<file path="config.mk">
export PLATFORM = sky130hd
export DESIGN_NAME = spi_tx_queue_flat
export DESIGN_NICKNAME = d
export VERILOG_FILES = /design/src/rtl/spi_tx_queue_if.sv /design/src/rtl/spi_tx_queue.sv /design/src/flat_wrapper.sv
export SDC_FILE = /design/constraint.sdc
export NUM_CORES = 1
export LEC_CHECK = 0
export CORE_AREA = 8 8 103 198
export DETAILED_ROUTE_END_ITERATION = 10
export DIE_AREA = 0 0 111 206
export GPL_TIMING_DRIVEN = 1
export PLACE_DENSITY_LB_ADDON = 0.1
export SETUP_SLACK_MARGIN = 0.3
export SYNTH_ARGS = -nofsm -noshare
export SYNTH_HDL_FRONTEND = slang
export SYNTH_SLANG_ARGS = --single-unit
</file>
<file path="constraint.sdc">
create_clock -name clk -period 2.9 [get_ports clk]
set_input_delay 0.58 -clock clk [delete_from_list [all_inputs] [get_ports clk]]
set_output_delay 0.58 -clock clk [all_outputs]
set_load 0.02 [all_outputs]
</file>
<file path="src/rtl/spi_tx_queue_if.sv">
// Connection bundle for spi_tx_queue. It carries the command-handler push side,
// the queue status outputs and the SPI slave write port.
interface spi_tx_queue_if #(
  parameter int AW = 3
);
  logic          push_en;
  logic [23:0]   push_data;
  logic          flush;
  logic          full;
  logic          empty;
  logic [AW:0]   level;
  logic          overflow;
  logic          spi_wr_buffer_free;
  logic          spi_wr_en;
  logic [23:0]   spi_wr_data;

  modport master (
    output push_en, push_data, flush, spi_wr_buffer_free,
    input  full, empty, level, overflow, spi_wr_en, spi_wr_data
  );

  modport slave (
    input  push_en, push_data, flush, spi_wr_buffer_free,
    output full, empty, level, overflow, spi_wr_en, spi_wr_data
  );
endinterface

</file>
<file path="src/rtl/spi_tx_queue.sv">
// Reply-word FIFO that sends queued words to the SPI slave one at a time.
// Each word gets one write strobe, and the slave confirms the write through wr_buffer_free.
module spi_tx_queue #(
  parameter int DEPTH        = 8,
  parameter int AW           = 3,
  parameter int TAKE_TIMEOUT = 15
) (
  input  logic           clk,
  input  logic           reset,
  spi_tx_queue_if.slave  q
);
  localparam int TW = $clog2(TAKE_TIMEOUT + 1);
  localparam logic [AW:0] DEPTH_CNT = (AW+1)'(DEPTH);

  typedef enum logic [1:0] {IDLE, ISSUE, WAIT_TAKEN, WAIT_FREE} state_t;

  state_t          state_reg, state_next;
  logic [TW-1:0]   timer_reg, timer_next;
  logic [AW-1:0]   wr_ptr_reg, rd_ptr_reg;
  logic [AW:0]     count_reg, count_next;
  logic            full_reg, empty_reg, overflow_reg;
  logic [23:0]     wr_data_reg;
  logic [23:0]     mem [DEPTH];
  logic            push_ok, pop;

  // A push in a flush cycle or while full is dropped. A pop in the same cycle does not make room.
  assign push_ok = q.push_en && !q.flush && (count_reg != DEPTH_CNT);

  always_comb begin
    state_next = state_reg;
    timer_next = timer_reg;
    pop        = 1'b0;
    case (state_reg)
      IDLE: begin
        if ((count_reg != '0) && q.spi_wr_buffer_free && !q.flush) begin
          pop        = 1'b1;
          state_next = ISSUE;
        end
      end
      ISSUE: begin
        state_next = WAIT_TAKEN;
        timer_next = '0;
      end
      WAIT_TAKEN: begin
        if (!q.spi_wr_buffer_free) begin
          state_next = WAIT_FREE;
        end else if (timer_reg == TW'(TAKE_TIMEOUT - 1)) begin
          // The slave took the word without ever showing a busy phase.
          state_next = IDLE;
        end else begin
          timer_next = timer_reg + TW'(1);
        end
      end
      WAIT_FREE: begin
        if (q.spi_wr_buffer_free) state_next = IDLE;
      end
      default: state_next = IDLE;
    endcase
  end

  always_comb begin
    count_next = count_reg;
    if (q.flush) begin
      count_next = '0;
    end else begin
      case ({push_ok, pop})
        2'b10:   count_next = count_reg + (AW+1)'(1);
        2'b01:   count_next = count_reg - (AW+1)'(1);
        default: count_next = count_reg;
      endcase
    end
  end

  always_ff @(posedge clk or posedge reset) begin
    if (reset) begin
      state_reg    <= IDLE;
      timer_reg    <= '0;
      wr_ptr_reg   <= '0;
      rd_ptr_reg   <= '0;
      count_reg    <= '0;
      full_reg     <= 1'b0;
      empty_reg    <= 1'b1;
      overflow_reg <= 1'b0;
      wr_data_reg  <= '0;
    end else begin
      state_reg <= state_next;
      timer_reg <= timer_next;
      count_reg <= count_next;
      full_reg  <= (count_next == DEPTH_CNT);
      empty_reg <= (count_next == '0);
      if (q.flush) begin
        wr_ptr_reg   <= '0;
        rd_ptr_reg   <= '0;
        overflow_reg <= 1'b0;
      end else begin
        if (push_ok) wr_ptr_reg <= wr_ptr_reg + AW'(1);
        if (pop)     rd_ptr_reg <= rd_ptr_reg + AW'(1);
        if (q.push_en && (count_reg == DEPTH_CNT)) overflow_reg <= 1'b1;
      end
      if (pop) wr_data_reg <= mem[rd_ptr_reg];
    end
  end

  // The storage array has no reset, so it can map onto RAM.
  always_ff @(posedge clk) begin
    if (push_ok) mem[wr_ptr_reg] <= q.push_data;
  end

  assign q.full        = full_reg;
  assign q.empty       = empty_reg;
  assign q.level       = count_reg;
  assign q.overflow    = overflow_reg;
  assign q.spi_wr_en   = (state_reg == ISSUE);
  assign q.spi_wr_data = wr_data_reg;
endmodule

</file>
<file path="src/flat_wrapper.sv">
// flat-port wrapper written by rule: the top's interface ports become plain ports
module spi_tx_queue_flat 
#(
  parameter int DEPTH        = 8,
  parameter int AW           = 3,
  parameter int TAKE_TIMEOUT = 15
)
  (clk, reset, q_push_en, q_push_data, q_flush, q_spi_wr_buffer_free, q_full, q_empty, q_level, q_overflow, q_spi_wr_en, q_spi_wr_data);
  spi_tx_queue_if #(.AW(AW)) q_i ();
  input  logic clk;
  input  logic reset;
  input wire logic [$bits(q_i.push_en)-1:0] q_push_en;
  input wire logic [$bits(q_i.push_data)-1:0] q_push_data;
  input wire logic [$bits(q_i.flush)-1:0] q_flush;
  input wire logic [$bits(q_i.spi_wr_buffer_free)-1:0] q_spi_wr_buffer_free;
  output wire logic [$bits(q_i.full)-1:0] q_full;
  output wire logic [$bits(q_i.empty)-1:0] q_empty;
  output wire logic [$bits(q_i.level)-1:0] q_level;
  output wire logic [$bits(q_i.overflow)-1:0] q_overflow;
  output wire logic [$bits(q_i.spi_wr_en)-1:0] q_spi_wr_en;
  output wire logic [$bits(q_i.spi_wr_data)-1:0] q_spi_wr_data;
  assign q_i.push_en = q_push_en;
  assign q_i.push_data = q_push_data;
  assign q_i.flush = q_flush;
  assign q_i.spi_wr_buffer_free = q_spi_wr_buffer_free;
  assign q_full = q_i.full;
  assign q_empty = q_i.empty;
  assign q_level = q_i.level;
  assign q_overflow = q_i.overflow;
  assign q_spi_wr_en = q_i.spi_wr_en;
  assign q_spi_wr_data = q_i.spi_wr_data;
  spi_tx_queue #(.DEPTH(DEPTH), .AW(AW), .TAKE_TIMEOUT(TAKE_TIMEOUT)) u_core (.clk(clk), .reset(reset), .q(q_i));
endmodule
</file>
=== Yosys cells after proc, flatten, opt, wreduce, memory -nomap -nowiden ===
Memory sizes are Yosys's and may differ from the RTL's. A register that Yosys moved wholly into a read port is not among the register bits.
Index checks and enable logic that the tools add are counted.
Widths: inputs -> output; s select.

* Add/subtract/negate cells: 5
* Equal/unequal tests: 14
* Multiplexer cells: 20
* Reductions and logical operators: 15

{| class="wikitable"
|+ Operator list
! operator !! number
|-
| $pmux 4 s2 || 2
|-
| $eq 4x4->1 const B || 3
|-
| $mux 3 || 4
|-
| $mux 4 || 3
|-
| $add 4x1->4 const B || 2
|-
| $mux 2 || 4
|-
| $pmux 2 s4 || 1
|-
| $reduce_bool 2->1 || 4
|-
| $add 3x1->3 const B || 2
|-
| $eq 2x2->1 const B || 3
|-
| $mux 1 || 6
|-
| $ne 2x2->1 const B || 3
|-
| $reduce_and 3->1 || 2
|-
| $logic_and 1x1->1 || 5
|-
| $eq 2x1->1 const B || 2
|-
| $logic_not 4->1 || 1
|-
| $ne 4x4->1 const B || 1
|-
| $reduce_bool 4->1 || 1
|-
| $sub 4x1->4 const B || 1
|-
| $ne 3x2->1 const B || 1
|-
| $logic_not 2->1 || 1
|-
| $ne 2x1->1 const B || 1
|-
| $logic_not 1->1 || 1
|}

* Register bits: 19
* Bits in writable memories: 192
* Bits of input ports: 29
* Output and inout port bits: 32
* Logic and storage cells: 63
* Memories: 1

{| class="wikitable"
|+ Memories
! memory !! depth !! bits a word !! rd ports !! clocked after memory_dff !! wr ports !! RTL line !! RTL
|-
| u_core.mem || 8 || 24 || 1 || 1 || 1 || spi_tx_queue.sv:23 || <nowiki>logic [23:0] mem [DEPTH];</nowiki>
|}

=== Logic depth before layout (Yosys ltp) ===
* Depth in word-level cells: 9
* Gate-level depth with buffers: 13
* Gate-level depth less buffers: 12

=== Worst setup path before layout ===
No wires, ideal clock.

* Path type: reg-to-reg
* Start: register u_core.count_reg[0] (netlist: u_core.q.level[0])
* End: memory u_core.mem[0][0] (enable)
* Data arrival time: 2853 ps
* Data required time: 2465 ps
* Slack: -388 ps
* Cell stages (with the launch flop): 6
* Path buffers: 1
* Period minus slack after synthesis: 3288 ps
* Cell sequence: dfrtp_1 > buf_2 > nor4b_1 > nor3b_1 > nand2b_1 > nor3_1

* Word-level cells in the longest chain between the ends: 4

{| class="wikitable"
|+ RTL lines
! element !! RTL line !! RTL
|-
| start, declared || spi_tx_queue.sv:20 || <nowiki>logic [AW:0] count_reg, count_next;</nowiki>
|-
| start signal, assigned || spi_tx_queue.sv:88 || <nowiki>count_reg <= count_next;</nowiki>
|-
| $ne 4x4->1 || spi_tx_queue.sv:27 || <nowiki>assign push_ok = q.push_en && !q.flush && (count_reg != DEPTH_CNT);</nowiki>
|-
| $logic_and 1x1->1 || spi_tx_queue.sv:27 ||
|-
| $mux 1 || spi_tx_queue.sv:106 || <nowiki>if (push_ok) mem[wr_ptr_reg] <= q.push_data;</nowiki>
|-
| $mux 1 (implied by the code) || spi_tx_queue.sv:106 ||
|-
| end, declared || spi_tx_queue.sv:23 ||
|}

No other way between the ends.

=== Worst setup path in the final report ===
* Start: register u_core.count_reg[3] (netlist: u_core.q.level[3])
* End: register u_core.full_reg (netlist: u_core.q.full)

* Word-level cells in the longest chain between the ends: 9
* Elaborated cells on any way between the ends: 14
* Classes of those cells: add/sub: 2; eq/ne: 4; mux: 4; reduce/logical: 4

{| class="wikitable"
|+ RTL lines
! element !! RTL line !! RTL
|-
| $reduce_bool 4->1 * || spi_tx_queue.sv:35 || <nowiki>if ((count_reg != '0) && q.spi_wr_buffer_free && !q.flush) begin</nowiki>
|-
| $logic_and 1x1->1 * (2 in a row) || spi_tx_queue.sv:35 ||
|-
| $mux 1 * || spi_tx_queue.sv:35 ||
|-
| $mux 1 * || spi_tx_queue.sv:33 || <nowiki>case (state_reg)</nowiki>
|-
| net u_core.pop || spi_tx_queue.sv:24 || <nowiki>logic push_ok, pop;</nowiki>
|-
| $eq 2x1->1 or $eq 2x2->1 (tied branches) || spi_tx_queue.sv:66 || <nowiki>case ({push_ok, pop})</nowiki>
|-
| $pmux 4 s2 * || spi_tx_queue.sv:66 ||
|-
| $mux 4 * || spi_tx_queue.sv:63 || <nowiki>if (q.flush) begin</nowiki>
|-
| $eq 4x4->1 * || spi_tx_queue.sv:89 || <nowiki>full_reg <= (count_next == DEPTH_CNT);</nowiki>
|-
| end signal, assigned || spi_tx_queue.sv:89 ||
|-
| end, declared || spi_tx_queue.sv:21 || <nowiki>logic full_reg, empty_reg, overflow_reg;</nowiki>
|}

Mark *: on every way through the listed nets, which the timed path passes. The rest lies on a longest branch.
A chain may end at the register's enable or synchronous reset.

==> metrics.txt <==
outcome=complete, no violations; CTS tree=done; grt ovf=0; largest register by flop count=u_core.mem; final WL=17900 um; Worst setup EP type=flip-flop; Core Rows=69; most frequent cells in the layout=edfxtp_1 (192), clkdlybuf4s50_1 (60), mux4_2 (48); crit-path cells=nor4_4 -> nor3b_2 -> nand2_2 -> inv_2 -> ha_2 -> xor2_1 -> ha_1 -> a21oi_2 -> xor2_1 -> nor2_1 -> xnor2_1 -> nor4bb_2; Max-slew headroom=51.27%; most common cell after layout, fill and taps aside=edfxtp_1; Final period util=85.46%; share of cells above drive strength 1=23.95%; Synth Area per Inst=19.00 sq um; non-filler cells, final=810; met2 usage=29.55%; #FFs+latches synth=235; hold path depth=2; Placement Cell Area=10240 sq um; Initial Util=51.96%; cell mode on critical path=xor2_1; met1 Resource Use GR=17.95%; Multi-input gate area=2281 sq um; worst slew pin tran=0.7299 ns; Reg2Reg Depth=12; max_cap viols=0; ANT cells=0; endpoints failing setup=0; worst-path fanout max=5; nets=623; Netlist Area Pre-Place=9196 sq um; clock slew at reported path FFs=0.07 ns; Top FF cell, synth=edfxtp_1; FF-to-FF End=u_core.q.full$_DFF_PP0_; fillers=1290; Slew Limit Fails=0; Post-synth EDFFs=192; worst ir drop on vdd=0.0004834 V; Core ar.=17700 sq um; synthesized netlist cell count=484; CP peak stage delay=0.46 ns; post-synthesis sequential area ratio=74.41%; DR WL/cell=22.09 um; placer congestion estimate=0.7323; required time worst endpoint=3.30 ns; FF/Latch Area=6852 sq um; RR Startpoint=u_core.q.level[3]$_DFF_PP0_; Worst Hold End=u_core.q.spi_wr_data[10]$_DFFE_PP0P_; TritonCTS Sinks=235; Cell Pwr Density=704.9 nW/um^2; Min-Delay Startpoint=u_core.q.spi_wr_data[10]$_DFFE_PP0P_; initial DRC count=228; Detailed Place HPWL=11230 um; YS warnings=0; DR pass1 iterations=4; cts hold-fix bufs=0; ANT nets after route=0; clock buffer count from CTS=21; Place WS=-0.1279 ns; worst setup margin=0.4216 ns; htree depth=1; worst skew pair latency=0.50 ns; Max Clock Skew=0.009476 ns; busiest grt layer=met2; die area=22870 sq um; Design Area, Final=10950 sq um; Layout Area Growth over Synthesis=19.12%; slowest cell on the critical path=dfrtp_2; PortBufs=60; f_max=403.5 MHz; Leak=3.704 nW; largest net degree at the start of global routing=50; Startpoint Class=flip-flop; Setup TNS Final=0 ns; hold crit path type=flip-flop to flip-flop; I/O pins=61; max reg flops=192; DR DRC count=0; Die Span Y=206 um; CP arrival=2.88 ns; critical path class=flip-flop to flip-flop; syn_nets=525; Final min period=2.478 ns; Distinct cells, synth=40; setup slack, reg-to-reg=0.42 ns; initial antenna violation count=0; Vias/cell=5.674; vias in the first global route=5112; first-pass GRT wire length=28160 um; Post-synth ARST share=18.30%; GRT Total Usage=15.76%; vias=4596; RSZ-0062 raised after global routing=no; final hold viol count=0; CTS root buffer=clkbuf_16; dpl cells=767; die width=111 um; Max Root-Sink Buffers=3; Global Route met3 Usage=2.354%
kinds of logic (layout without fill, tap and decap cells):
logic type | count (synthesis) | count (layout) | share of synthesized area (%)
AO/OA/AOI/OAI | 45 | 45 | 2.680
XOR/XNOR | 9 | 9 | 0.8572
adder cells (fa/ha/maj) | 12 | 12 | 1.633
buffers and inverters | 30 | 143 | 1.714
flip-flops | 235 | 235 | 74.41
multiplexers | 73 | 73 | 14.48
AND/OR/NAND/NOR | 80 | 80 | 4.231
where the power goes:
part / internal [mW] / switching, mW / leakage (nW)
Combinational: 0.576 / 0.600 / 1.11
Clock: 1.36 / 1.15 / 0.302
Sequential: 3.88 / 0.158 / 2.29
worst max path at each step:
stage,end,from,depth (start not counted)
floorplan,u_core.mem[6][0]$_DFFE_PP_,u_core.q.level[0]$_DFF_PP0_,5
global placement,u_core.q.full$_DFF_PP0_,q_flush,11
detailed placement,u_core.q.full$_DFF_PP0_,q_flush,11
CTS,u_core.q.full$_DFF_PP0_,u_core.q.level[3]$_DFF_PP0_,11
global route,u_core.q.full$_DFF_PP0_,u_core.q.level[0]$_DFF_PP0_,12
finish,u_core.q.full$_DFF_PP0_,u_core.q.level[3]$_DFF_PP0_,12
Yosys cell counts, types with 2 or more instances:
cell type / number / area share [%]
buf_4: 5 / 0.41
ha_1: 12 / 1.6
xnor2_1: 2 / 0.19
mux4_2: 48 / 12
mux2i_1: 25 / 2.7
nor3_1: 3 / 0.16
buf_1: 3 / 0.12
inv_1: 7 / 0.29
edfxtp_1: 192 / 63
o21ai_0: 32 / 1.7
nand3_1: 5 / 0.27
nor2b_1: 3 / 0.20
o31ai_1: 2 / 0.16
clkbuf_1: 3 / 0.12
buf_2: 9 / 0.49
a21oi_1: 5 / 0.27
xor2_1: 7 / 0.67
nand2b_1: 6 / 0.41
o21ai_1: 2 / 0.11
nand2_1: 35 / 1.4
buf_6: 2 / 0.24
dfrtp_1: 42 / 11
nor2_1: 17 / 0.69
critical path, delay by kind of cell (launching register included):
family / cells / cell delay [ns]
xor gates and xnor gates: 3 / 0.55
and+or+nand+nor: 5 / 0.81
buffers and inverters: 1 / 0.04
DFF: 1 / 0.46
AOI/OAI and AO/OA: 1 / 0.13
adders and majority gates: 2 / 0.37
metal layers:
metal | vias up | share of wire (%)
li1 | 2094 | -
met1 | 2370 | 39
met2 | 108 | 55
met3 | 24 | 3.8
met4 | 0 | 1.7
met5 | - | 0
per-stage QoR:
stage,util (%),power [mW],hold WS (ns)
after floorplan,-,4.725,0.4459
after global placement,57.88,5.257,0.4623
after detailed placement,57.88,5.297,0.4688
after CTS,61.44,7.821,0.4835
after global routing,61.89,8.061,0.5036
final,61.89,7.721,0.4803
cell type report:
| cell class | count | area share [%] |
|---|---|---|
| timing repair buffer | 97 | 8.247 |
| clock inverter | 13 | 0.6511 |
| sequential | 235 | 62.55 |
| inverter | 8 | 0.2741 |
| multi-input combinational | 219 | 20.82 |
| tap | 213 | 2.433 |
| clock buffer | 25 | 5.026 |
repair_timing:
item,in CTS,in global routing
pin swaps,0,4
endpoints found under the setup margin,1,2
cloned,0,0
gates resized for setup,3,8
buffers inserted,0,5
No activity file was read; power rests on OpenSTA's default activity.
